**config.mk**
```make
export PLATFORM = sky130hd
export DESIGN_NAME = full_subtractor_reg
export DESIGN_NICKNAME = d
export VERILOG_FILES = /design/src/rtl/full_subtractor_reg_pkg.sv /design/src/rtl/full_subtractor_reg_fs_cell.sv /design/src/rtl/full_subtractor_reg.sv
export SDC_FILE = /design/constraint.sdc
export NUM_CORES = 1
export LEC_CHECK = 0
export BUFFER_PORTS_ARGS = -buffer_cell sky130_fd_sc_hd__buf_2
export CORE_AREA = 2 2 39 41
export DETAILED_ROUTE_END_ITERATION = 6
export DIE_AREA = 0 0 41 43
export PLACE_DENSITY_LB_ADDON = 0.3
export SKIP_CTS_REPAIR_TIMING = 1
export SLEW_MARGIN = 25
export SYNTH_ARGS = -nofsm -noshare
export SYNTH_HDL_FRONTEND = slang
export SYNTH_SLANG_ARGS = --single-unit
export TNS_END_PERCENT = 1
```
**constraint.sdc**
```tcl
create_clock -name clk -period 1.7 [get_ports clk]
set_input_delay 0.34 -clock clk [delete_from_list [all_inputs] [get_ports clk]]
set_output_delay 0.34 -clock clk [all_outputs]
set_load 0.03 [all_outputs]
```
**src/rtl/full_subtractor_reg_pkg.sv**
```systemverilog
// Shared constants for the registered full subtractor.
// Holds the default operand width used by the top level.
package full_subtractor_reg_pkg;

  localparam int FS_DEFAULT_WIDTH = 1;

endpackage

```
**src/rtl/full_subtractor_reg_fs_cell.sv**
```systemverilog
// One-bit combinational full subtractor cell.
// Ports: a, b, bin in; d (difference), bout (borrow) out.
module fs_cell (
  input  logic a,
  input  logic b,
  input  logic bin,
  output logic d,
  output logic bout
);

  logic axb;

  assign axb  = a ^ b;
  assign d    = axb ^ bin;
  assign bout = (~a & b) | (~axb & bin);

endmodule

```
**src/rtl/full_subtractor_reg.sv**
```systemverilog
// Registered a - b - Bin with borrow-out; 1-cycle latency.
// Ports: clk, rst_n, in_valid, a, b, Bin in; D, Bout, out_valid out.
module full_subtractor_reg
  import full_subtractor_reg_pkg::*;
#(
  parameter int WIDTH = FS_DEFAULT_WIDTH
) (
  input  logic             clk,
  input  logic             rst_n,
  input  logic             in_valid,
  input  logic [WIDTH-1:0] a,
  input  logic [WIDTH-1:0] b,
  input  logic             Bin,
  output logic [WIDTH-1:0] D,
  output logic             Bout,
  output logic             out_valid
);

  logic [WIDTH:0]   br;
  logic [WIDTH-1:0] d_c;

  assign br[0] = Bin;

  for (genvar i = 0; i < WIDTH; i++) begin : g_cell
    fs_cell u_cell (
      .a    (a[i]),
      .b    (b[i]),
      .bin  (br[i]),
      .d    (d_c[i]),
      .bout (br[i+1])
    );
  end

  always_ff @(posedge clk or negedge rst_n) begin
    if (!rst_n) begin
      D         <= '0;
      Bout      <= 1'b0;
      out_valid <= 1'b0;
    end else begin
      out_valid <= in_valid;
      if (in_valid) begin
        D    <= d_c;
        Bout <= br[WIDTH];
      end
    end
  end

endmodule

```
==> results.cfg, run 1 <==
[run_status]
outcome = completed

[clocking]
path_clk_slew_ns = 0.04
cts_buffers = 3
root_buffer = clkbuf_4
cts_buffer_depth = 2
clk_latency_ns = 0.23
clock_sinks = 3
cts_tree = done
cts_htree_levels = 1

[sta]
finalMaxSlewViolations = 0
period_share = 0.6561
min_period_ns = 1.115
setup_viol = 0
relSlewSlack = 0.8943
final.setup.tns_ns = 0
clock_skew_ns = 0
setup_ws_ns = 0.5846
worstMarginPinSlew_ns = 0.1597
max_clock_freq_mhz = 896.5
hold_viol = 0
rsz0062_at_grt = no

[setup_path]
cp.buffers_inverters = 1
ff2ff_setup_slack_ns = 0.96
worst_setup_path_end_kind = output pin
critical_path_class = reg -> out
worstPathArrival_ns = 0.78
cp_cell_sequence = buf_2
critPathMaxFanout = 2
crit_required_ns = 1.36
critical-path-top-delay-family = flip-flops
crit_slowest_cell = dfrtp_1
cp_slowest_stage_delay_ns = 0.37
critPathLaunchType = flip-flop

[logic_synthesis]
synth.avg_cell_area_um2 = 14.04
synthesis.area_um2 = 126.4
synth_compound_area_frac = 0.03960
synthCells = 9
ys_ff_latch = 3
synthAdderAreaFrac = 0.1584
synth-edff-count = 0
synth-main-ff-cell = dfrtp_1
synth_most_common_cell = dfrtp_1
async_flop_share = 1.000
yosysSeqAreaShare = 0.5941
synth.distinct_cells = 6
synthSimpleGateAreaFrac = 0.02970
syn_nets = 16
synth_area_leaders = dfrtp_1 (59%), fa_1 (16%), mux2_4 (12%), inv_1 (5.9%), a21oi_1 (4.0%)
synthXorXnorAreaFrac = 0
netlist.area_leader.share = 0.5941
yosys-top-cells-count = dfrtp_1 (3), inv_1 (2)
synth_mux_area_frac = 0.1188
ys_warn_count = 0
yosysTopAreaCell = dfrtp_1
synth_top_family_by_area = adder cells

[worst_hold_path]
hold_class = in -> reg

[global_routing]
grt-ovfl-total = 0
grt_pass1_vias = 109
met2_usage = 0.03438
top_usage_layer = met4
use_met3 = 0.05236
grt_pass1_wl_um = 420
grt_max_degree = 5
grtUsageTotal = 0.04541
gr-usage-met1 = 0.03922
antenna_found_initial = 0

[pwr]
power.leakage_nw = 0.1142
ir_worst_vdd_v = 0.0001916
p_per_area_nw_per_um2 = 1154

[die]
rows = 14
die_area_um2 = 1763
dieWidth_um = 41
die_y_um = 43
ios = 9
start_util = 0.09132
coreArea_um2 = 1384

[cells_and_area]
nets = 30
diodes = 0
final_core_util = 0.1609
final_layout_size_suffix_gt1_frac = 0.5455
area.growth.synth_to_final_pct = 76.24

[drt]
num_vias = 106
wl_um = 281
viasPerCell = 2.789
drtIter0Drc = 4
drc_errors = 0
ant_nets = 0
wl_per_cell_um = 7.395
first_pass_iters = 4

[placement]
io_buffers = 8
place_congestion = 0.5630
post-place-ws_ns = 0.3908

[job]
max_cap_violations = 0
## area by class of cell
cell class,count,area [µm²]
tap,16,20.02
multi-input combinational,4,43.79
fill,157,1161
timing repair buffer,9,50.05
clock buffer,4,26.28
inverter,2,7.507
sequential,3,75.07
## flip-flops by register name, indices dropped and copies added (netlist names)
name,cells
Bout,1
D,1
out_valid,1
## logic make-up after synthesis
family,after synthesis
AOI/OAI and AO/OA,1
adders and majority gates,1
buffers and inverters,2
DFF,3
muxes,1
and+or+nand+nor,1
## layer usage
| metal | vias to the layer above | wire length, µm | part of all wire |
|---|---|---|---|
| met4 | 0 | 0 | 0 |
| met1 | 45 | 118 | 0.42 |
| li1 | 52 | - | - |
| met2 | 9 | 101 | 0.36 |
| met5 | - | 0 | 0 |
| met3 | 0 | 60 | 0.21 |
## report_power, final
group | internal [mW] | total (mW) | switching, mW
Clock | 0.0877 | 0.121 | 0.0333
Sequential | 0.0804 | 0.0840 | 0.00362
Combinational | 0.0215 | 0.0519 | 0.0305
Total | 0.190 | 0.257 | 0.0674
## final timing paths
kind / startpoint / cells after the start / endpoint
min in group asynchronous: rst_n / 2 / out_valid$_DFF_PN0_
worst min-delay path: in_valid / 1 / out_valid$_DFF_PN0_
worst min register to register: D$_DFFE_PN0P_ / 1 / D$_DFFE_PN0P_
worst max-delay path: Bout$_DFFE_PN0P_ / 1 / Bout
worst max register to register: D$_DFFE_PN0P_ / 1 / D$_DFFE_PN0P_
max in group asynchronous: rst_n / 2 / Bout$_DFFE_PN0P_
## cell usage in the layout (no fill, tap or decap), drive strengths merged
master / instances
mux2: 1
a21oi: 1
inv: 2
dlygate4sd3: 1
nor2: 1
clkbuf: 4
dfrtp: 3
buf: 8
fa: 1
## through the flow
| step | total power [mW] | instances | hold WS, ns | area, µm² |
|---|---|---|---|---|
| 2_1_floorplan | 0.1157 | 9 | 0.04441 | 126.4 |
| 3_3_place_gp | 0.1340 | 33 | 0.1347 | 186.4 |
| 3_5_place_dp | 0.1356 | 33 | 0.1387 | 186.4 |
| 4_1_cts | 0.2637 | 37 | -0.1089 | 212.7 |
| 5_1_grt | 0.2767 | 38 | 0.2687 | 222.7 |
| 6_report | 0.2569 | 38 | 0.2735 | 222.7 |
No activity file was read; power rests on OpenSTA's default activity.
==> run 2: changes to the inputs <==
==> constraint.sdc (replaced) <==
create_clock -name clk -period 0.9 [get_ports clk]
set_input_delay 0.18 -clock clk [delete_from_list [all_inputs] [get_ports clk]]
set_output_delay 0.18 -clock clk [all_outputs]
set_load 0.03 [all_outputs]
==> results.cfg, run 2 (synthesis results as in run 1) <==
[sta]
period_share = 1.040
worstMarginPinSlew_ns = 0.1610
min_period_ns = 0.9362
setup_viol = 4
clock_skew_ns = 0
setup_ws_ns = -0.03623
final.setup.tns_ns = -0.09587
finalMaxSlewViolations = 0
rsz0062_at_grt = yes
max_clock_freq_mhz = 1068
hold_viol = 0
relSlewSlack = 0.8934

[setup_path]
r2r_start = D$_DFFE_PN0P_
critical_path_class = reg -> out
timing.rr.end = D$_DFFE_PN0P_
setup.worst_path.start = Bout$_DFFE_PN0P_
ff2ff_setup_slack_ns = 0.01
critical-path-top-delay-family = flip-flops
critPathLaunchType = flip-flop
critPathMaxFanout = 2
worst_setup_path_end_kind = output pin
crit_required_ns = 0.72
endpoint = Bout
worstPathArrival_ns = 0.76
crit_cells = 1
cp_cell_sequence = buf_6
r2r_cells = 2
crit_slowest_cell = dfrtp_1
cp_slowest_stage_delay_ns = 0.38
cp.buffers_inverters = 1

[run_status]
outcome = finished with violations
violations = negative setup slack

[cells_and_area]
nFillCells = 150
diodes = 0
fin_area_um2 = 260.3
final_common_cell = buf_2
nets = 32
largestRegisters = Bout: 1 flops, D: 1 flops, out_valid: 1 flops
layout_common_cells = buf_2 (5), dfrtp_1 (3), clkbuf_4 (3), buf_4 (3), buf_6 (2)
final-seq-area_um2 = 75.07
area.growth.synth_to_final_pct = 105.9
final_layout_size_suffix_gt1_frac = 0.6250
final_core_util = 0.1881
multi_input_area_um2 = 43.79

[placement]
dpl_cell_area_um2 = 193.9
post-place-ws_ns = -0.2891
io_buffers = 8
place_congestion = 0.5631

[die]
start_util = 0.09132
die_area_um2 = 1763
dieWidth_um = 41
die_y_um = 43
ios = 9
rows = 14
coreArea_um2 = 1384

[clocking]
path_clk_slew_ns = 0.03
cts_htree_levels = 1
clock_sinks = 3
cts_buffers = 3
cts_buffer_depth = 2
cts_tree = done
root_buffer = clkbuf_4
clk_latency_ns = 0.23

[global_routing]
grtUsageTotal = 0.05040
grt_pass1_wl_um = 496
grt_max_degree = 5
grt-ovfl-total = 0
antenna_found_initial = 0
grt_pass1_vias = 117

[pwr]
p_total_mw = 0.5303
p_per_area_nw_per_um2 = 2038
power.leakage_nw = 0.1298
ir_worst_vdd_v = 0.0005519

[drt]
drc_errors = 0
viasPerCell = 2.975
num_vias = 119
drtIter0Drc = 0
wl_um = 304
first_pass_iters = 1
ant_nets = 0
wl_per_cell_um = 7.600

[worst_hold_path]
hold_class = in -> reg

[job]
max_cap_violations = 0
[run 2: changes by cell type in the layout (fill, tap and decap cells not counted)]
cell,before,now
inv_8,0,1
inv_1,2,1
buf_2,8,5
buf_6,0,2
buf_4,0,3
[run 2: power breakdown]
group	leakage [nW]	total [mW]	internal [mW]	switching, mW
Clock	0.0150	0.228	0.166	0.0627
Combinational	0.0803	0.140	0.0747	0.0651
Sequential	0.0345	0.162	0.152	0.0103
Total	0.130	0.530	0.392	0.138
[run 2: worst register-to-register path: stages (launching register included)]
cell     delay (ns)
dfrtp_1        0.38
buf_4          0.13
mux2_4         0.26
[run 2: layer usage]
layer  vias up  share of wire  wire [µm]  GRT usage
li1         56              -          -          -
met4         0              0          0    0.02000
met5         -              0          0          0
met1        52           0.43        131    0.04886
met2        11           0.35        105    0.05000
met3         0           0.22         67    0.08377
[run 2: how the worst min path moves through the flow]
stage	from	to	slack, ns	depth (start not counted)
CTS	rst_n	out_valid$_DFF_PN0_	-0.26	1
floorplan	rst_n	Bout$_DFFE_PN0P_	-0.12	0
global route	in_valid	out_valid$_DFF_PN0_	0.12	1
global placement	rst_n	D$_DFFE_PN0P_	-0.03	1
finish	in_valid	out_valid$_DFF_PN0_	0.12	1
detailed placement	rst_n	out_valid$_DFF_PN0_	-0.02	1
[run 2: through the flow]
step           std cells  hold WS [ns]
6_report              40        0.1202
5_1_grt               40        0.1174
4_1_cts               37       -0.2622
3_5_place_dp          33      -0.01713
3_3_place_gp          33      -0.02544
2_1_floorplan          9       -0.1156
[run 2: cell type report]
cell class	instances	share of cell area
Timing Repair Buffer	11	0.3077
Sequential cell	3	0.2885
Multi-Input combinational cell	4	0.1683
Clock buffer	4	0.1010
Tap cell	16	0.07692
Inverter	2	0.05769
